**config.mk**
```make
export PLATFORM = sky130hd
export DESIGN_NAME = pipelined_add_sub
export DESIGN_NICKNAME = d
export VERILOG_FILES = /design/src/rtl/pipelined_add_sub.sv
export SDC_FILE = /design/constraint.sdc
export NUM_CORES = 1
export LEC_CHECK = 0
export BUFFER_PORTS_ARGS = -buffer_cell sky130_fd_sc_hd__buf_2
export CORE_ASPECT_RATIO = 0.9
export CORE_UTILIZATION = 60
export CTS_CLUSTER_SIZE = 16
export DETAILED_ROUTE_END_ITERATION = 12
export HOLD_SLACK_MARGIN = 0.1
export PLACE_DENSITY = 0.94
export SLEW_MARGIN = 10
export SYNTH_ARGS = -nofsm -noshare
export SYNTH_HDL_FRONTEND = slang
export SYNTH_SLANG_ARGS = --single-unit
export TNS_END_PERCENT = 20
```
**constraint.sdc**
```tcl
create_clock -name clk -period 3.1 [get_ports clk]
set_input_delay 0.31 -clock clk [delete_from_list [all_inputs] [get_ports clk]]
set_output_delay 0.31 -clock clk [all_outputs]
set_load 0.05 [all_outputs]
```
**src/rtl/pipelined_add_sub.sv**
```systemverilog
// Streaming WIDTH-bit adder/subtractor with the carry chain split over STAGES registered chunks.
// Build option PIPELINED_ADD_SUB_SATURATE_EN clamps s to the signed limit on overflow.
module pipelined_add_sub #(
    parameter int unsigned WIDTH  = 16,
    parameter int unsigned STAGES = 4
) (
    input  logic             clk,
    input  logic             rst_n,
    input  logic             in_valid,
    output logic             in_ready,
    input  logic [WIDTH-1:0] x,
    input  logic [WIDTH-1:0] y,
    input  logic             cin,
    input  logic             sub,
    output logic             out_valid,
    input  logic             out_ready,
    output logic [WIDTH-1:0] s,
    output logic             cout,
    output logic             ovf
);

    localparam int unsigned CW  = WIDTH / STAGES;
    localparam int unsigned MSB = WIDTH - 1;

    logic             w_adv;

    // Stage inputs: index 0 is the incoming beat, index k is stage k-1's register.
    logic [WIDTH-1:0] w_in_x [STAGES];
    logic [WIDTH-1:0] w_in_y [STAGES];
    logic [WIDTH-1:0] w_in_s [STAGES];
    logic             w_in_c [STAGES];
    logic             w_in_v [STAGES];
    logic [WIDTH-1:0] w_nx_s [STAGES];

    logic [WIDTH-1:0] r_x [STAGES];
    logic [WIDTH-1:0] r_y [STAGES];
    logic [WIDTH-1:0] r_s [STAGES];
    logic             r_c [STAGES];
    logic             r_v [STAGES];
    logic             r_ovf;

    logic             w_ovf;
    logic [WIDTH-1:0] w_fin_s;

    // The whole pipeline moves together whenever the output slot is free or being taken.
    assign w_adv     = !r_v[STAGES-1] || out_ready;
    assign in_ready  = w_adv;
    assign out_valid = r_v[STAGES-1];
    assign s         = r_s[STAGES-1];
    assign cout      = r_c[STAGES-1];
    assign ovf       = r_ovf;

    // Subtraction is x + ~y + 1, so y is inverted once here and carried in that form.
    assign w_in_x[0] = x;
    assign w_in_y[0] = sub ? ~y : y;
    assign w_in_s[0] = '0;
    assign w_in_c[0] = sub | cin;
    assign w_in_v[0] = in_valid;

    for (genvar k = 1; k < STAGES; k++) begin : g_link
        assign w_in_x[k] = r_x[k-1];
        assign w_in_y[k] = r_y[k-1];
        assign w_in_s[k] = r_s[k-1];
        assign w_in_c[k] = r_c[k-1];
        assign w_in_v[k] = r_v[k-1];
    end

    for (genvar k = 0; k < STAGES; k++) begin : g_stage
        localparam logic [WIDTH-1:0] CHUNK_MASK = WIDTH'({CW{1'b1}}) << (k * CW);

        logic [CW:0]      w_sum;
        logic [WIDTH-1:0] w_ld_s;

        assign w_sum = (CW+1)'(w_in_x[k][k*CW +: CW])
                     + (CW+1)'(w_in_y[k][k*CW +: CW])
                     + (CW+1)'(w_in_c[k]);

        // Splice this stage's chunk into the partially built result.
        assign w_nx_s[k] = (w_in_s[k] & ~CHUNK_MASK) | (WIDTH'(w_sum[CW-1:0]) << (k * CW));

        if (k == STAGES - 1) begin : g_last
            assign w_ld_s = w_fin_s;
        end else begin : g_mid
            assign w_ld_s = w_nx_s[k];
        end

        always_ff @(posedge clk or negedge rst_n) begin
            if (!rst_n) begin
                r_v[k] <= 1'b0;
                r_x[k] <= '0;
                r_y[k] <= '0;
                r_s[k] <= '0;
                r_c[k] <= 1'b0;
            end else if (w_adv) begin
                r_v[k] <= w_in_v[k];
                r_x[k] <= w_in_x[k];
                r_y[k] <= w_in_y[k];
                r_s[k] <= w_ld_s;
                r_c[k] <= w_sum[CW];
            end
        end
    end

    // Overflow: operand signs agree but the result sign differs.
    assign w_ovf = (w_in_x[STAGES-1][MSB] == w_in_y[STAGES-1][MSB])
                && (w_nx_s[STAGES-1][MSB] != w_in_x[STAGES-1][MSB]);

`ifdef PIPELINED_ADD_SUB_SATURATE_EN
    localparam logic [WIDTH-1:0] SAT_POS = WIDTH'({WIDTH{1'b1}} >> 1);

    assign w_fin_s = w_ovf ? (w_in_x[STAGES-1][MSB] ? ~SAT_POS : SAT_POS) : w_nx_s[STAGES-1];
`else
    assign w_fin_s = w_nx_s[STAGES-1];
`endif

    always_ff @(posedge clk or negedge rst_n) begin
        if (!rst_n) begin
            r_ovf <= 1'b0;
        end else if (w_adv) begin
            r_ovf <= w_ovf;
        end
    end

endmodule

```
==> flow_summary.toml <==
[power]
p_sw_share_pct = 42.5
leakage_nw = 2.56
clockPowerShare_pct = 16.0
p_switching_mw = 2.15
combPwrFrac_pct = 41.6
ir_drop_v = 0.000474
powerDensity_nw_per_um2 = 1040
intPower_mw = 2.91
seqPwrFrac_pct = 42.4

[synthesis]
synth-simple-area-share_pct = 22.0
synth.top_cells.by_count = "nand2_1, dfrtp_1, o21ai_0"
muxShareOfSynthArea_pct = 0.691
netlist_instances = 461
synth_nets = 519
yosysWarnings = 0
synthXorXnorAreaFrac_pct = 4.03
synthArstFlopShare_pct = 100
netlist.area_leader.share_pct = 55.9
synth_seq_area_share_pct = 55.9
synth_most_common_cell = "nand2_1"
synth.distinct_cells = 33
synth_compound_area_share_pct = 5.87
ys_ff_latch = 97
synthFlopType = "dfrtp_1"
synth_edf_count = 0
synth_top_family_by_area = "simple AND/OR/NAND/NOR gates"
synth-adder-area-share_pct = 7.14
synth_top_cell_by_area = "dfrtp_1"
synth.area.top_cells = "dfrtp_1, nand2_1, fa_1"
netlist_area_sq_um = 4350
syn_area_per_cell_sq_um = 9.43

[timing]
max_freq_mhz = 539
final.setup.tns_ns = 0
period_share_pct = 59.9
slew_headroom_pct = 37.7
timing_hold_violations_final = 0
finalCriticalPeriod_ns = 1.86
fin_skew_ns = 0.00588
rsz0062_at_grt = "false"
worst_slew_pin_slew_ns = 0.935
setup_viol_count_final = 0
drv_slew = 0

[clocking]
tritoncts = "done"
clk_pin_slew_ns = 0.09
cts_buffers = 9
cts_buffer_depth = 2
cts.sink_count = 97
insertion_delay_ns = 0.35
cts_root_buffer = "clkbuf_8"
htree_levels = 3
cts_setup_buffers = 0
cts_resized = 0
cts_hold_buffers = 1

[die]
die_y_um = 82.7
start_util_pct = 61.7
die-area_sq_um = 7590
io_pins = 58
die_w_um = 91.7
floorplan.rows = 29
coreArea_sq_um = 7040

[route]
viasPerCell = 5.12
drt_iter0_markers = 202
first_pass_iters = 4
drc = 0
ant_nets = 0
totalWireLength_mm = 8.21
via_count = 3128
wl_per_cell_um = 13.4

[place]
port_buffers = 57
dp.final_hpwl_mm = 5.39
dpl.cell_count = 594
gp_congestion = 0.846

[setup_path]
crit_path_top_delay_cell = "fa_1"
start_kind = "flip-flop"
path_cells = "fa_1 -> fa_1 -> a21o_2 -> a21oi_1 -> a21oi_1"
crit_arrival_ns = 2.08
crit_path_end_kind = "flip-flop"
path_max_fanout = 2
cp_num_buf_inv = 0
cp_slowest_stage_delay_ns = 0.47
critPathTopFamily = "adder cells"
critPathKind = "flip-flop to flip-flop"
worstPathRequired_ns = 3.33

[worst_hold_path]
hold_path.class = "input pin to flip-flop"

[global_routing]
grt_start_max_net_pins = 104
grt_usage_pct = 23.6
gr-total-overflow = 0
grt_pass1_wl_mm = 13.6
antenna_found_initial = 0
grt_pass1_vias = 2945

[final_layout]
area_growth_pct = 12.2
fin_cells = 611
nNetsFinal = 571
drive_gt1_share_pct = 16.2
n_antenna_cell = 0

[job]
drv_cap = 0

[status]
status = "finished, final reports clean"
## cells by family (layout without fill, tap and decap cells)
logic type / after synthesis / count (layout)
xor gates and xnor gates: 20 / 20
muxes: 3 / 3
DFF: 97 / 97
and+or+nand+nor: 240 / 240
buffers and inverters: 38 / 95
adders and majority gates: 20 / 20
AOI/OAI and AO/OA: 43 / 43
## layout make-up
type                            count  area [sq um]
Sequential cell                    97          2430
Multi-Input combinational cell    326          1730
Tap cell                           93           116
Timing Repair Buffer               64           355
Clock inverter                      6          67.6
Fill cell                         524          2160
Inverter                           15          56.3
Clock buffer                       10           128
## metal layers
metal | global-route usage (%) | vias up | part of all wire, %
met5 | 0 | - | 0
met4 | 9.84 | 0 | 1.6
met3 | 3.85 | 11 | 3.4
met2 | 40.5 | 56 | 51
met1 | 30.6 | 1508 | 44
li1 | - | 1553 | -
## state kept, by name, summed over array words and instances, names as in the netlist
name / count
r_v: 3
s: 16
r_y: 24
ovf: 1
r_s: 24
out_valid: 1
cout: 1
r_c: 3
r_x: 24
## path summary, 6_finish.rpt
kind	start	to	slack, ns	depth (start not counted)
worst max-delay path	r_x[52]	r_c[2]	1.24	5
worst min-delay path	x[12]	r_x[60]	0.14	3
worst max register to register	r_x[52]	r_c[2]	1.24	5
worst min register to register	s[7]	s[7]	0.47	2
max in group asynchronous	rst_n	r_x[54]	2.20	3
min in group asynchronous	rst_n	s[4]	0.52	3
## stage by stage
stage / power [mW] / worst slack (ns) / hold slack, ns / instance area [sq um] / util (%)
floorplan: 3.74 / 0.847 / 0.0144 / 4350 / -
global placement: 4.09 / 1.01 / 0.395 / 4670 / 66.4
detailed placement: 4.24 / 0.948 / 0.395 / 4670 / 66.4
CTS: 5.08 / 1.25 / 0.141 / 4880 / 69.3
global route: 5.46 / 1.18 / 0.129 / 4880 / 69.3
finish: 5.05 / 1.24 / 0.145 / 4880 / 69.3
## power by group through the flow
stage          Clock (mW)  Combinational, mW  Sequential (mW)
2_1_floorplan           0               1.23             2.51
3_3_place_gp            0               1.96             2.13
3_5_place_dp            0               2.08             2.16
4_1_cts             0.817               2.12             2.14
5_1_grt             0.883               2.36             2.21
6_report            0.808               2.10             2.14
## tightest hold or removal path, stage by stage
cell	delay [ns]
buf_2	0.07
nand2_1	0.04
nand2_1	0.05
## cell usage in the layout (no fill, tap or decap), types with 2 or more instances in the layout
cell / synthesis / layout
inv_1: 14 / 14
nor2b_1: 4 / 4
xnor2_1: 15 / 15
o2111ai_1: 3 / 3
mux2i_1: 3 / 3
nor2_1: 8 / 8
fa_1: 8 / 8
a21o_2: 2 / 2
nand3_1: 3 / 3
nand2_1: 215 / 215
o21ai_0: 20 / 20
clkinvlp_4: 0 / 2
buf_4: 2 / 6
a21oi_1: 13 / 13
buf_2: 15 / 56
or4_1: 3 / 3
dfrtp_1: 97 / 97
ha_1: 12 / 12
xor2_1: 5 / 5
clkbuf_8: 0 / 9
(Power assumes the default switching activity.)
